**config.mk**
```make
export PLATFORM = sky130hd
export DESIGN_NAME = key_capture_conditioner
export DESIGN_NICKNAME = d
export VERILOG_FILES = /design/src/rtl/key_capture_conditioner.sv
export SDC_FILE = /design/constraint.sdc
export NUM_CORES = 1
export LEC_CHECK = 0
export ABC_AREA = 1
export CORE_MARGIN = 4
export CORE_UTILIZATION = 30
export DETAILED_ROUTE_END_ITERATION = 8
export MAX_ROUTING_LAYER = met4
export PLACE_DENSITY = 0.43
export RECOVER_POWER = 100
export SLEW_MARGIN = 10
export SYNTH_ARGS = -nofsm -noshare
export SYNTH_HDL_FRONTEND = slang
export SYNTH_SLANG_ARGS = --single-unit
```
**constraint.sdc**
```tcl
create_clock -name CLOCK_50 -period 2.74 [get_ports CLOCK_50]
set_input_delay 0.685 -clock CLOCK_50 [delete_from_list [all_inputs] [get_ports CLOCK_50]]
set_output_delay 0.685 -clock CLOCK_50 [all_outputs]
set_load 0.02 [all_outputs]
```
**src/rtl/key_capture_conditioner.sv**
```systemverilog
// Push-button synchronizer/debouncer with switch-word capture on KEY0 and mode toggle on KEY1.
// Optional KEY_AUTOREPEAT_EN adds auto-repeat of KEY0 while it is held.
module key_capture_conditioner #(
    parameter int unsigned CLK_HZ      = 50000000,
    parameter int unsigned DEBOUNCE_MS = 10,
    parameter int unsigned W           = 10,
    parameter int unsigned REPEAT_MS   = 200
) (
    input  logic         CLOCK_50,
    input  logic         rst_n,
    input  logic [W-1:0] SW,
    input  logic [1:0]   KEY,
    output logic [W-1:0] value_q,
    output logic         mode_unsigned,
    output logic [1:0]   key_pulse,
    output logic         valid
);

    localparam int unsigned DEB_RAW    = CLK_HZ / 1000 * DEBOUNCE_MS;
    localparam int unsigned DEB_CYCLES = (DEB_RAW < 1) ? 1 : DEB_RAW;
    localparam int unsigned CW         = $clog2(DEB_CYCLES + 1);

    typedef enum logic [1:0] {
        RELEASED     = 2'd0,
        PRESS_WAIT   = 2'd1,
        PRESSED      = 2'd2,
        RELEASE_WAIT = 2'd3
    } key_state_e;

    logic [1:0]    rst_sync_q;
    logic          rst_int_n;
    logic [W-1:0]  sw_meta_q, sw_sync_q;
    logic [1:0]    key_meta_q, key_sync_q;
    logic [1:0]    press;
    key_state_e    state_q [2];
    key_state_e    state_d [2];
    logic [CW-1:0] cnt_q [2];
    logic [CW-1:0] cnt_d [2];
    logic [1:0]    fsm_pulse;
    logic          rpt_fire;
    logic [1:0]    pulse_d, pulse_q;
    logic [W-1:0]  value_d;
    logic          mode_d, mode_q;
    logic          valid_d, valid_q;

    // Reset asserts immediately but leaves reset only on a clock edge.
    always_ff @(posedge CLOCK_50 or negedge rst_n) begin
        if (!rst_n) rst_sync_q <= '0;
        else        rst_sync_q <= {rst_sync_q[0], 1'b1};
    end

    assign rst_int_n = rst_sync_q[1];

    always_ff @(posedge CLOCK_50 or negedge rst_int_n) begin
        if (!rst_int_n) begin
            sw_meta_q  <= '0;
            sw_sync_q  <= '0;
            key_meta_q <= '1;
            key_sync_q <= '1;
        end else begin
            sw_meta_q  <= SW;
            sw_sync_q  <= sw_meta_q;
            key_meta_q <= KEY;
            key_sync_q <= key_meta_q;
        end
    end

    assign press = ~key_sync_q;

    always_comb begin
        state_d   = state_q;
        cnt_d     = cnt_q;
        fsm_pulse = '0;
        for (int unsigned i = 0; i < 2; i++) begin
            case (state_q[i])
                RELEASED: begin
                    if (press[i]) begin
                        state_d[i] = PRESS_WAIT;
                        cnt_d[i]   = '0;
                    end
                end
                PRESS_WAIT: begin
                    if (!press[i]) begin
                        state_d[i] = RELEASED;
                        cnt_d[i]   = '0;
                    end else if (cnt_q[i] == CW'(DEB_CYCLES - 1)) begin
                        state_d[i]   = PRESSED;
                        cnt_d[i]     = '0;
                        fsm_pulse[i] = 1'b1;
                    end else if (cnt_q[i] != CW'(DEB_CYCLES)) begin
                        cnt_d[i] = cnt_q[i] + 1'b1;
                    end
                end
                PRESSED: begin
                    if (!press[i]) begin
                        state_d[i] = RELEASE_WAIT;
                        cnt_d[i]   = '0;
                    end
                end
                RELEASE_WAIT: begin
                    if (press[i]) begin
                        state_d[i] = PRESSED;
                        cnt_d[i]   = '0;
                    end else if (cnt_q[i] == CW'(DEB_CYCLES - 1)) begin
                        state_d[i] = RELEASED;
                        cnt_d[i]   = '0;
                    end else if (cnt_q[i] != CW'(DEB_CYCLES)) begin
                        cnt_d[i] = cnt_q[i] + 1'b1;
                    end
                end
                default: begin
                    state_d[i] = RELEASED;
                    cnt_d[i]   = '0;
                end
            endcase
        end
    end

`ifdef KEY_AUTOREPEAT_EN
    localparam int unsigned RPT_RAW    = CLK_HZ / 1000 * REPEAT_MS;
    localparam int unsigned RPT_CYCLES = (RPT_RAW < 1) ? 1 : RPT_RAW;
    localparam int unsigned RW         = $clog2(2 * RPT_CYCLES);

    logic [RW-1:0] rpt_q, rpt_d;

    // First repeat after 2*period in PRESSED, then every period (counter reloads to mid-point).
    always_comb begin
        rpt_d    = '0;
        rpt_fire = 1'b0;
        if (state_q[0] == PRESSED && press[0]) begin
            if (rpt_q == RW'(2 * RPT_CYCLES - 1)) begin
                rpt_d    = RW'(RPT_CYCLES);
                rpt_fire = 1'b1;
            end else begin
                rpt_d = rpt_q + 1'b1;
            end
        end
    end

    always_ff @(posedge CLOCK_50 or negedge rst_int_n) begin
        if (!rst_int_n) rpt_q <= '0;
        else            rpt_q <= rpt_d;
    end
`else
    if (REPEAT_MS == 0) begin : g_repeat_unused
    end
    assign rpt_fire = 1'b0;
`endif

    always_comb begin
        pulse_d = fsm_pulse | {1'b0, rpt_fire};
        value_d = pulse_d[0] ? sw_sync_q : value_q;
        mode_d  = mode_q ^ pulse_d[1];
        valid_d = pulse_d[0];
    end

    always_ff @(posedge CLOCK_50 or negedge rst_int_n) begin
        if (!rst_int_n) begin
            for (int unsigned i = 0; i < 2; i++) begin
                state_q[i] <= RELEASED;
                cnt_q[i]   <= '0;
            end
            pulse_q <= '0;
            value_q <= '0;
            mode_q  <= 1'b1;
            valid_q <= 1'b0;
        end else begin
            for (int unsigned i = 0; i < 2; i++) begin
                state_q[i] <= state_d[i];
                cnt_q[i]   <= cnt_d[i];
            end
            pulse_q <= pulse_d;
            value_q <= value_d;
            mode_q  <= mode_d;
            valid_q <= valid_d;
        end
    end

    assign key_pulse     = pulse_q;
    assign mode_unsigned = mode_q;
    assign valid         = valid_q;

endmodule
```
==> summary.txt, run 1 <==
Status
  • Status: finished with violations
  • Failing checks: max-capacitance violations, max-slew violations

Worst setup path
  • Startpoint Class: flop
  • Crit path max-delay cell type: dlygate4sd3_1
  • Delay-heaviest family, CP: buffers and inverters
  • CP max FO: 2
  • Reg2reg path depth: 8
  • CP Capture Type: primary output
  • CP cell instances: dlygate4sd3_1
  • WP data arrival: 1.55 ns
  • Setup slack, reg-to-reg: 0.62 ns
  • Type of the worst setup path: flop to primary output
  • FF-to-FF Start: cnt_q[0]
  • Critical R2R Capture: cnt_q[0]
  • Worst path bufs/invs: 1
  • Worst EP required: 2.06 ns
  • CP peak stage delay: 0.67 ns

Clock tree
  • CTS hold repair buffers: 0
  • Number of buffers created by CTS: 9
  • H-tree depth: 3
  • Resized cells post-CTS: 0
  • CTS tree: yes
  • Reg clk slew, reported paths: 0.07 ns
  • Clk buf depth: 2
  • Worst skew pair latency: 0.34 ns
  • Postcts setup bufs: 0
  • TritonCTS sink count: 81
  • Clock root cell: clkbuf_16

Synthesis
  • Simple-gate share of the synthesized area: 38.16%
  • Synth Area in Compound Gates: 3.001%
  • Post-Syn Instances: 533
  • Post-Synth XOR/XNOR Area: 1.697%
  • Mux share of post-synthesis cell area: 0%
  • Post-Syn Nets: 551
  • Syn avg cell area: 7.744 um^2
  • Yosys reg bits: 81
  • Syn. warnings: 0
  • Largest family of logic cells by synthesized area: simple AND/OR/NAND/NOR gates
  • Unique masters post-synth: 34
  • Mapped Area: 0.004128 mm^2
  • Post-synthesis sequential area ratio: 49.26%
  • Post-Synth Adder-Cell Area: 1.212%

Routing
  • Drt drc: 0
  • Post-DR vias/cell: 4.570
  • DRT iter0 DRCs: 181
  • Post-DRT Antenna Nets: 0
  • DR vias: 3409
  • TritonRoute pass-1 iters: 4
  • WL/cell: 12.54 um
  • WL final: 9.355 mm

Placed design
  • Port Buffers: 27
  • Placer Congestion: 0.8538
  • Area after DPL: 0.004587 mm^2
  • Final HPWL DP: 6.820 mm

Timing
  • Slew HR: -10.97%
  • Pins Over Slew Limit: 44
  • Tmin final: 2.231 ns
  • Fmax: 448.3 MHz
  • Clk_skew: 0.007146 ns
  • Worst hold slack: 0.3456 ns
  • Fin Setup TNS: 0 ns
  • # setup viols final: 0
  • RSZ-0062 raised after global routing: no
  • Slew @ Worst Pin: 1.665 ns
  • Tcrit/Tclk final: 81.41%
  • Final hold vios: 0

Cells and area
  • Fraction of layout cells with a size suffix above 1: 7.719%
  • Final net count: 583
  • Post-layout util: 36.42%
  • FF/Latch Area: 0.002033 mm^2
  • Commonest non-fill, non-tap cells in the layout: nand2_1 (190), dfrtp_1 (76), nand3_1 (62)
  • Post-route cell area: 0.004861 mm^2
  • Multi-input gate area: 0.001790 mm^2
  • Ant. Diodes: 0
  • Filler Cells Inserted: 1415
  • Area Growth Syn to Fin: 17.76%
  • Most common cell after layout, fill and taps aside: nand2_1

Pwr
  • VDD IR max: 0.3485 mV
  • Sw Ratio: 32.02%
  • Total power: 3.193 mW
  • Clk pwr share: 39.9%
  • Sw power: 1.022 mW
  • Leakage: 2.319 nW
  • PwrDens: 656.8 mW/mm^2
  • Register share of total power: 42.7%
  • Comb power frac: 17.4%
  • Int Pwr: 2.170 mW

Worst hold path
  • Hold Crit Class: flop to flop
  • Min-Delay Endpoint: sw_sync_q[7]
  • Hold depth: 0
  • Hold wc startpoint: sw_meta_q[7]

Global route
  • Initial antenna violation count: 0
  • Gr ovfl total: 0
  • Vias in the first global route: 3397
  • Largest net degree at the start of global routing: 44
  • First-pass GRT wire length: 16.28 mm
  • GRT Resource Usage Total: 13.15%

Floorplan
  • Initial Util: 30.92%
  • Number of core rows: 42
  • DIE WIDTH: 125.3 um
  • Core ar.: 0.01335 mm^2
  • Die Area: 0.01570 mm^2
  • Io pins: 28
  • Die Height: 125.3 um

Run
  • Max-cap violation count: 1
through the flow:
stage               setup slack, ns  std cells
global placement             0.8290        730
detailed placement           0.7777        730
CTS                          0.5550        746
finish                       0.5093        746
global route                 0.3769        746
floorplan                    0.3258        533
state kept, by name, indices dropped and copies added, names as in the netlist, named ones only:
register	cells
rst_sync_q	2
cnt_q	38
sw_sync_q	10
state_q	2
sw_meta_q	10
value_q	10
key_pulse	2
mode_unsigned	1
key_sync_q	2
key_meta_q	2
synthesized netlist by cell type (all sizes together):
cell	instances	share of area, %
nand2	194	18
buf	9	1.4
a31o	2	0.42
o21bai	3	0.55
o22ai	3	0.45
o21ai	8	0.97
or2	3	0.52
clkinv	4	0.36
xor2	7	1.5
inv	53	4.8
nand4	16	2.4
nand3b	4	0.73
a21oi	5	0.61
ha	4	1.2
nor2	62	6.1
nand3	69	9.7
xnor2	1	0.21
nor3	4	0.61
conb	1	0.091
dfrtp	76	46
dfstp	5	3.2
per-layer routing:
| metal | vias to the layer above | track usage (%) | share of wire, % |
|---|---|---|---|
| met4 | 0 | 4.464 | 1.3 |
| met5 | - | - | 0 |
| met2 | 42 | 21.45 | 50 |
| met1 | 1603 | 15.59 | 46 |
| li1 | 1752 | - | - |
| met3 | 12 | 3.923 | 3.3 |
cell type report:
cell class | instances | share of cell area (%)
Clock buffer | 10 | 4.916
Clock inverter | 6 | 1.519
Inverter | 57 | 4.402
Multi-Input combinational cell | 386 | 36.83
Sequential cell | 81 | 41.83
Tap cell | 176 | 4.530
Timing Repair Buffer | 30 | 5.972
power groups by stage:
stage / registers, mW / clock network [mW] / logic (mW)
2_1_floorplan: 1.37 / 0 / 0.457
3_3_place_gp: 1.39 / 0 / 0.590
3_5_place_dp: 1.39 / 0 / 0.599
4_1_cts: 1.37 / 1.32 / 0.603
5_1_grt: 1.38 / 1.38 / 0.648
6_report: 1.36 / 1.27 / 0.556
how the worst max path moves through the flow:
stage | to | cells past startpoint | slack, ns | from
3_5_place_dp | value_q[0] | 8 | 0.78 | cnt_q[35]
2_1_floorplan | asynchronous set/reset pin | 0 | 0.33 | rst_sync_q[1]
4_1_cts | mode_unsigned | 1 | 0.55 | mode_unsigned
5_1_grt | cnt_q[33] | 5 | 0.38 | key_sync_q[0]
6_report | mode_unsigned | 1 | 0.51 | mode_unsigned
3_3_place_gp | value_q[3] | 7 | 0.83 | cnt_q[31]
logic make-up after synthesis:
family	Yosys count
AND/OR/NAND/NOR	352
flip-flops	81
buffers and inverters	66
AO/OA/AOI/OAI	21
XOR/XNOR	8
adder cells (fa/ha/maj)	4
other	1
No activity file was read; power rests on OpenSTA's default activity.
==> run 2: changes to the inputs <==
- PLACE_DENSITY: 0.43 -> 0.45
- clock period: 2.74 -> 2 ns (I/O delays scaled with it)
==> summary.txt, run 2 (synthesized netlist as in run 1, its figures left out) <==
Timing
  • Fmax: 532.2 MHz
  • Tcrit/Tclk final: 93.95%
  • RSZ-0062 raised after global routing: no
  • Fin Setup TNS: 0 ns
  • Slew @ Worst Pin: 1.428 ns
  • # setup viols final: 0
  • Final hold vios: 0
  • Clk_skew: 0.005488 ns
  • Tmin final: 1.879 ns
  • Pins Over Slew Limit: 0
  • Slew HR: 4.827%

Worst setup path
  • CP Capture Type: primary output
  • CP cell instances: dlygate4sd3_1
  • Critical Path Source: value_q[5]
  • Setup slack, reg-to-reg: 0.26 ns
  • Reg2reg path depth: 8
  • Type of the worst setup path: flop to primary output
  • CP peak stage delay: 0.69 ns
  • Delay-heaviest family, CP: buffers and inverters
  • Crit path capture: value_q[5]
  • Startpoint Class: flop
  • Critical path depth in cells: 1
  • Worst path bufs/invs: 1
  • CP max FO: 2
  • Critical R2R Capture: cnt_q[12]
  • WP data arrival: 1.38 ns
  • Worst EP required: 1.50 ns
  • Crit path max-delay cell type: dlygate4sd3_1
  • FF-to-FF Start: cnt_q[1]

Cells and area
  • Area Growth Syn to Fin: 19.43%
  • Commonest non-fill, non-tap cells in the layout: nand2_1 (190), dfrtp_1 (76), nand3_1 (66)
  • Most common cell after layout, fill and taps aside: nand2_1
  • Final net count: 591
  • Top reg by flops: cnt_q
  • Fraction of layout cells with a size suffix above 1: 8.131%
  • Max reg flops: 38
  • Ant. Diodes: 0
  • Post-layout util: 36.93%

Global route
  • GRT Resource Usage Total: 13.25%
  • Largest net degree at the start of global routing: 37
  • Initial antenna violation count: 0
  • First-pass GRT wire length: 16.72 mm
  • Vias in the first global route: 3459
  • Gr ovfl total: 0

Pwr
  • PwrDens: 923.9 mW/mm^2
  • VDD IR max: 0.4661 mV
  • Leakage: 2.381 nW
  • Total power: 4.555 mW

Floorplan
  • Initial Util: 30.92%
  • Die Area: 0.01570 mm^2
  • DIE WIDTH: 125.3 um
  • Io pins: 28
  • Core ar.: 0.01335 mm^2
  • Die Height: 125.3 um
  • Number of core rows: 42

Placed design
  • Port Buffers: 27
  • Placer Congestion: 0.7952
  • Final HPWL DP: 6.789 mm

Clock tree
  • CTS tree: yes
  • Postcts setup bufs: 0
  • TritonCTS sink count: 81
  • Worst skew pair latency: 0.35 ns
  • Number of buffers created by CTS: 9
  • Clk buf depth: 2
  • Reg clk slew, reported paths: 0.07 ns
  • H-tree depth: 3
  • Clock root cell: clkbuf_16

Routing
  • Post-DRT Antenna Nets: 0
  • WL/cell: 12.32 um
  • DRT iter0 DRCs: 179
  • DR vias: 3415
  • Drt drc: 0
  • TritonRoute pass-1 iters: 4
  • WL final: 9.286 mm
  • Post-DR vias/cell: 4.529

Run
  • Max-cap violation count: 0

Worst hold path
  • Hold Crit Class: flop to flop
  • Hold depth: 0

Status
  • Status: completed
-- run 2: changes by cell type in the layout (fill, tap and decap cells not counted), moves of 2 or more --
cell / change
inv_6: +2
nand3_2: -4
buf_4: +5
nand3_1: +4
clkinvlp_4: -2
-- run 2: timing repair --
item,4_1_cts,5_1_grt
hold buffers,0,0
endpoints found under the setup margin,1,0
resized for setup,1,0
-- run 2: area by class of cell --
class	instances	area, um^2
Fill cell	1429	8418
Sequential cell	81	2033
Multi-Input combinational cell	386	1775
Timing Repair Buffer	38	355.3
Clock buffer	9	225.2
Tap cell	176	220.2
Inverter	57	214.0
Clock inverter	7	106.4
-- run 2: layer usage --
layer  wire length [um]  global-route usage (%)  up-vias  share of wire (%)
met2               4549                   22.05       34                 49
li1                   -                       -     1771                  -
met5                  0                       -        -                  0
met4                139                   3.827        0                1.5
met3                312                   3.795       14                3.4
met1               4285                   15.69     1596                 46
-- run 2: how the worst min path moves through the flow --
stage | from | end | slack (ns)
global placement | rst_sync_q[1] | cnt_q[36] | 0.31
finish | sw_meta_q[1] | sw_sync_q[1] | 0.35
detailed placement | rst_sync_q[1] | cnt_q[36] | 0.31
floorplan | rst_n | rst_sync_q[0] | 0.20
CTS | rst_n | rst_sync_q[0] | 0.30
global route | sw_meta_q[5] | sw_sync_q[5] | 0.36
-- run 2: stage by stage --
step | instance area [um^2] | hold WS (ns) | cells | setup slack, ns
CTS | 4990 | 0.3002 | 754 | 0.1605
detailed placement | 4659 | 0.3089 | 738 | 0.2705
floorplan | 4129 | 0.2044 | 533 | 0.4776
global route | 4930 | 0.3552 | 754 | 0.06167
finish | 4930 | 0.3496 | 754 | 0.1209
global placement | 4659 | 0.3070 | 738 | 0.2898
-- run 2: report_power, final --
group	internal (mW)	switching, mW
Clock	1.12	0.736
Combinational	0.261	0.570
Sequential	1.75	0.120
